[src/rtl/agc_ctrl.sv]
// Automatic gain controller: tracks the envelope of a monitored AXI-stream
// tap with attack/release smoothing and, once per block of accepted samples,
// nudges the gain-stage coefficient toward a target envelope level.
module agc_ctrl #(
  parameter int DW        = 24,
  parameter int COEFW     = 18,
  parameter int COEFQ     = 16,
  parameter int K_INIT    = 65536,
  parameter int ATK_SHIFT = 4,
  parameter int REL_SHIFT = 10,
  parameter int BLOCK_LEN = 256
) (
  input  logic               clk,
  input  logic               rst,
  input  logic [DW-1:0]      s_axis_tdata,
  input  logic               s_axis_tvalid,
  output logic               s_axis_tready,
  input  logic               enable,
  input  logic [DW-2:0]      target,
  input  logic [DW-2:0]      hyst,
  input  logic [COEFW-2:0]   step,
  input  logic [COEFW-1:0]   k_min,
  input  logic [COEFW-1:0]   k_max,
  output logic [COEFW-1:0]   k_out,
  output logic               k_update,
  output logic [DW-2:0]      env_out
);

  localparam int CNT_W = $clog2(BLOCK_LEN);

  // The coefficient must keep at least its sign bit above the binary point.
  if (COEFQ >= COEFW) begin : g_bad_coefq
    $error("agc_ctrl: COEFQ must be smaller than COEFW");
  end

  typedef enum logic [1:0] {ACCUM, COMPARE, ADJUST} state_t;

  state_t                    state_q, state_d;
  logic                      tready_q;
  logic [CNT_W-1:0]          count_q;
  logic [DW-2:0]             env_q;
  logic                      dir_dn_p1, dir_up_p1;
  logic signed [COEFW-1:0]   k_q;
  logic                      vld_p2;

  logic                      acc;
  logic                      last;
  logic [DW-1:0]             hi_lvl;
  logic [DW-2:0]             lo_lvl;

  // |x| in DW-1 bits; the most negative input saturates to full scale.
  function automatic logic [DW-2:0] mag_sat(input logic [DW-1:0] x);
    if (x[DW-1]) begin
      if (x[DW-2:0] == '0) return '1;
      return ~x[DW-2:0] + (DW-1)'(1);
    end
    return x[DW-2:0];
  endfunction

  // One smoothing step; the minimum step of 1 guarantees convergence and
  // the step never overshoots a, so env stays inside [0, 2^(DW-1)-1].
  function automatic logic [DW-2:0] env_step(input logic [DW-2:0] env,
                                             input logic [DW-2:0] a);
    logic [DW-2:0] d;
    if (a > env) begin
      d = (a - env) >> ATK_SHIFT;
      if (d == '0) d = (DW-1)'(1);
      return env + d;
    end else if (a < env) begin
      d = (env - a) >> REL_SHIFT;
      if (d == '0) d = (DW-1)'(1);
      return env - d;
    end
    return env;
  endfunction

  // k +/- step in one extra bit, then max(k_min) followed by min(k_max) so an
  // inverted clamp window resolves to k_max.
  function automatic logic signed [COEFW-1:0] k_adjust(
      input logic signed [COEFW-1:0] k,
      input logic                    up,
      input logic [COEFW-2:0]        st,
      input logic signed [COEFW-1:0] lo,
      input logic signed [COEFW-1:0] hi);
    logic signed [COEFW:0] kx, sx, lox, hix, v;
    kx  = {k[COEFW-1], k};
    sx  = {2'b00, st};
    lox = {lo[COEFW-1], lo};
    hix = {hi[COEFW-1], hi};
    v   = up ? kx + sx : kx - sx;
    if (v < lox) v = lox;
    if (v > hix) v = hix;
    return COEFW'(v);
  endfunction

  assign acc     = s_axis_tvalid && tready_q;
  assign last    = (count_q == CNT_W'(BLOCK_LEN - 1));
  assign hi_lvl  = {1'b0, target} + {1'b0, hyst};
  assign lo_lvl  = (target > hyst) ? (target - hyst) : '0;

  // Next-state: a block closes on its last accepted sample, then one cycle
  // each for the decision and the coefficient write.
  always_comb begin
    state_d = state_q;
    case (state_q)
      ACCUM:   if (acc && last) state_d = COMPARE;
      COMPARE: state_d = ADJUST;
      ADJUST:  state_d = ACCUM;
      default: state_d = ACCUM;
    endcase
  end

  // Control: state, registered ready (low out of reset and while deciding)
  // and the block sample counter.
  always_ff @(posedge clk or negedge rst) begin
    if (!rst) begin
      state_q  <= ACCUM;
      tready_q <= 1'b0;
      count_q  <= '0;
    end else begin
      state_q  <= state_d;
      tready_q <= (state_d == ACCUM);
      if (acc) count_q <= last ? '0 : count_q + CNT_W'(1);
    end
  end

  // Stage p0 -> p1: envelope tracking per accepted sample, decision in COMPARE.
  always_ff @(posedge clk or negedge rst) begin
    if (!rst) begin
      env_q     <= '0;
      dir_dn_p1 <= 1'b0;
      dir_up_p1 <= 1'b0;
    end else begin
      if (acc) env_q <= env_step(env_q, mag_sat(s_axis_tdata));
      if (state_q == COMPARE) begin
        dir_dn_p1 <= ({1'b0, env_q} > hi_lvl);
        dir_up_p1 <= (env_q < lo_lvl);
      end
    end
  end

  // Stage p1 -> p2: coefficient write and its one-cycle update pulse.
  always_ff @(posedge clk or negedge rst) begin
    if (!rst) begin
      k_q    <= COEFW'(K_INIT);
      vld_p2 <= 1'b0;
    end else begin
      vld_p2 <= 1'b0;
      if (state_q == ADJUST && enable && (dir_dn_p1 || dir_up_p1)) begin
        k_q    <= k_adjust(k_q, dir_up_p1, step, k_min, k_max);
        vld_p2 <= 1'b1;
      end
    end
  end

  assign s_axis_tready = tready_q;
  assign k_out         = k_q;
  assign k_update      = vld_p2;
  assign env_out       = env_q;

endmodule

[config.mk]
export PLATFORM = sky130hd
export DESIGN_NAME = agc_ctrl
export DESIGN_NICKNAME = d
export VERILOG_FILES = /design/src/rtl/agc_ctrl.sv
export SDC_FILE = /design/constraint.sdc
export NUM_CORES = 1
export LEC_CHECK = 0
export CAP_MARGIN = 5
export CORE_AREA = 2 2 208 210
export DETAILED_ROUTE_END_ITERATION = 6
export DIE_AREA = 0 0 210 212
export SETUP_SLACK_MARGIN = 0.5
export SYNTH_ARGS = -nofsm -noshare
export SYNTH_HDL_FRONTEND = slang
export SYNTH_SLANG_ARGS = --single-unit
[constraint.sdc]
create_clock -name clk -period 8.6 [get_ports clk]
set_input_delay 1.29 -clock clk [delete_from_list [all_inputs] [get_ports clk]]
set_output_delay 1.29 -clock clk [all_outputs]
set_load 0.005 [all_outputs]
==> key figures <==
Timing
  • Tcrit/Tclk final: 101%
  • Slew Limit Fails: 0
  • Final clock skew: between 0.01 and 0.015 ns
  • Worst Tran Pin Value: 0.804 ns
  • RSZ-0062 raised after global routing: true
  • Fmax: 0.116 GHz
  • Relative slew slack: a little under half
  • PnR worst setup slack: -0.0439 ns
  • Fin. Hold Viols: 0
  • Final setup violation count: 1
  • Hold slack: 0.472 ns
  • Tmin final: 8.64 ns
  • Fin Setup TNS: -0.0439 ns

Floorplan
  • CORE AREA: 42500 um2
  • Cell row count: 76
  • Die W: 210 um
  • Die Height: 212 um
  • Initial Utilization: 29.4%
  • Die area: 44500 um2
  • I/O pin count: 170

Logic synthesis
  • Post-Syn Area: roughly 13000 um2
  • Asr flop ratio synth: 100%
  • Top_reg_cell synth: dfrtp_1
  • Commonest cells in the synthesized netlist: ha_1 (218), a21oi_1 (155), o21ai_0 (144), inv_1 (142), nand2_1 (142)
  • Synthesized Nets: 2070
  • Cell count after synthesis: 1721
  • Register area share after synthesis: approximately 11%
  • Synth warn: 0
  • Top cell type by total area after synthesis: ha_1
  • Avg Cell Area, Syn: 7.27 um2
  • Area fraction of the dominant cell type after synthesis: between 20% and 30%
  • Leading post-synthesis cells by cell area: ha_1 (22%), dfrtp_1 (11%), a21oi_1 (6.2%)
  • Count leader, synth: ha_1
  • Yosys cell types: 86
  • Number of enable flip-flop cells after synthesis: 0
  • Yosys reg bits: 55

Drt
  • Met2 Wirelength: 23.8 mm
  • DRT Pass-1 Iters: 6
  • Antenna-violating nets left: 0
  • Initial DRC Count: 849
  • DRT Wirelength: 47.8 mm
  • Routed length on met1: around 21 mm
  • Metal3 WL: ~1.8 mm
  • Vias/cell: 5.32
  • DR DRC count: 0
  • Vias: 14.3k
  • Top Layer Used: met4
  • WL per Instance: 17.7 um

Clocking
  • TritonCTS clock tree: yes
  • Clock transition at path regs: ~0.080 ns
  • Clk root buf: clkbuf_16
  • Sink Count: 55
  • Clock latency on the worst-skew pair: approximately 0.31 ns
  • H-tree Lvls: 2
  • Max Root-Sink Buffers: 2
  • Num CTS Buffers: 5
  • Hold-fix buffers, CTS: 0

Critical path
  • Crit end category: register
  • WP buf/inv: 9
  • Critical Path AT: 8.84 ns
  • Startpoint class of the critical path: input pin
  • CP top delay family: compound AO/OA/AOI/OAI gates
  • Worst EP required: approximately 8.8 ns
  • Crit-path max cell delay: 0.49 ns
  • CP Max Fanout: 5
  • Setup CP Type: input pin to register
  • Reg2reg path depth: 30
  • Stages on worst setup path: approximately 40
  • Worst path slowest cell: or4b_4

Run status
  • Status: complete, but fails checks
  • Failing checks: negative setup slack

Power and ir drop
  • Max VDD drop: about 0.0003 V
  • Pleak: approximately 8.4 nW
  • Sequential fraction of design power: 8.4%
  • Combinational power share: between 80% and 90%
  • Switching part of the total: 47.3%
  • Cell Pwr Density: 366 nW/um2
  • Clock network power share: 3.3%
  • Overall power: 6.60 mW
  • Switching pwr: 3.12 mW
  • Int Pwr: 3.48 mW

Place
  • PortBufs: 169
  • Hpwl dp: 40.1 mm
  • Gpl congestion: 0.927
  • Placed insts: 2638

Global route
  • Initial antenna violation count: 0
  • GRT Util Overall: 20.5%
  • First-pass GRT wire length: 72.9 mm
  • Gr ovfl total: 0
  • Number of global-route vias before repair: 13.7k
  • Pin count of the biggest net entering global routing: 56

Finish
  • # nets final: 2499
  • # diodes: 0
  • Fin cells: about 2.7k
  • Fin util: 42.4%
  • Ratio of cells with drive above 1 in the final layout: 22.7%
  • P&R area growth vs syn: 44.1%

Worst hold path
  • Hold path depth: 1
  • Min-Delay Path Class: register to register

Run
  • Maxcap violations: 0
[state kept, by name, summed over array words and instances, names as in the netlist]
signal	count
env_out	23
k_out	18
count_q	8
state_q	2
dir_dn_p1	1
dir_up_p1	1
k_update	1
s_axis_tready	1
[cells in the final DEF, fill, tap and decap left out, types with 14 or more instances in the layout]
cell | netlist | routed
o21ai_0 | 144 | 108
a31oi_1 | 21 | 18
a21oi_2 | 1 | 17
buf_6 | 2 | 23
clkdlybuf4s50_1 | 0 | 161
buf_4 | 0 | 286
nor2b_1 | 15 | 14
o21ai_1 | 1 | 22
nor2_1 | 109 | 106
and3_1 | 25 | 24
o211ai_1 | 16 | 16
nand4_1 | 23 | 23
xnor2_1 | 73 | 67
nor3_1 | 69 | 56
inv_1 | 142 | 138
a21oi_1 | 155 | 136
nand2b_1 | 27 | 26
nand2_1 | 142 | 139
ha_1 | 218 | 209
o21bai_1 | 23 | 20
o21a_1 | 36 | 36
and2_1 | 17 | 15
xor2_1 | 41 | 41
nand3_1 | 38 | 35
a21o_1 | 55 | 55
dfrtp_1 | 54 | 54
[power by group through the flow]
stage | clock network, mW | logic, mW | registers, mW
finish | 0.221 | 5.83 | 0.554
global route | 0.239 | 6.35 | 0.560
global placement | 0 | 4.91 | 0.561
CTS | 0.226 | 5.24 | 0.557
floorplan | 0 | 2.91 | 0.436
detailed placement | 0 | 4.96 | 0.561
[repair_timing]
| action | CTS | global route |
|---|---|---|
| gates cloned | 0 | 1 |
| buffers inserted | 28 | 22 |
| endpoints found under the setup margin | 20 | 35 |
| pin swaps | 55 | 73 |
| hold endpoints to repair | 0 | 0 |
| resized for setup | 68 | 115 |
[final cells by class]
class / count / area, um2
flip-flops and latches: 55 / 1380
multi-input cells: 1460 / 11100
repair buffers: 484 / 4190
fillers: 4287 / 24500
inverters: 144 / 558
clock inverters: 3 / 27.5
well taps: 546 / 683
clock buffers: 5 / 125
[routing by layer]
layer  global-route usage, %  vias up
met1                    25.7     6883
met2                    37.5      329
met3                    2.07       49
met4                    5.26        0
li1                        -     7088
met5                       0        -
[final timing paths]
| check | from | end | slack (ns) |
|---|---|---|---|
| max reg2reg | dir_up_p1 | k_out[8] | 1.80 |
| min in group asynchronous | rst | k_out[17] | 1.08 |
| max | s_axis_tdata[1] | env_out[20] | -0.04 |
| max in group asynchronous | rst | env_out[16] | 6.96 |
| min reg2reg | count_q[6] | count_q[6] | 0.47 |
| min | count_q[6] | count_q[6] | 0.47 |
[stage by stage]
stage	worst slack (ns)	area, um2
floorplan	-0.255	12700
global placement	-0.929	16800
detailed placement	-1.13	16800
CTS	0.0549	17400
global route	-0.322	18000
finish	-0.0439	18000
[cells by family after synthesis]
| kind of cell | count (synthesis) | share of synthesized area, % |
|---|---|---|
| compound gates | 566 | 29.1 |
| simple gates | 534 | 21.2 |
| fa+ha+maj | 222 | 22.4 |
| buf+inv | 207 | 6.35 |
| xor+xnor | 114 | 7.98 |
| flops | 55 | 11.0 |
| mux | 23 | 1.95 |
Note: power is estimated with default switching activity, not from simulation.
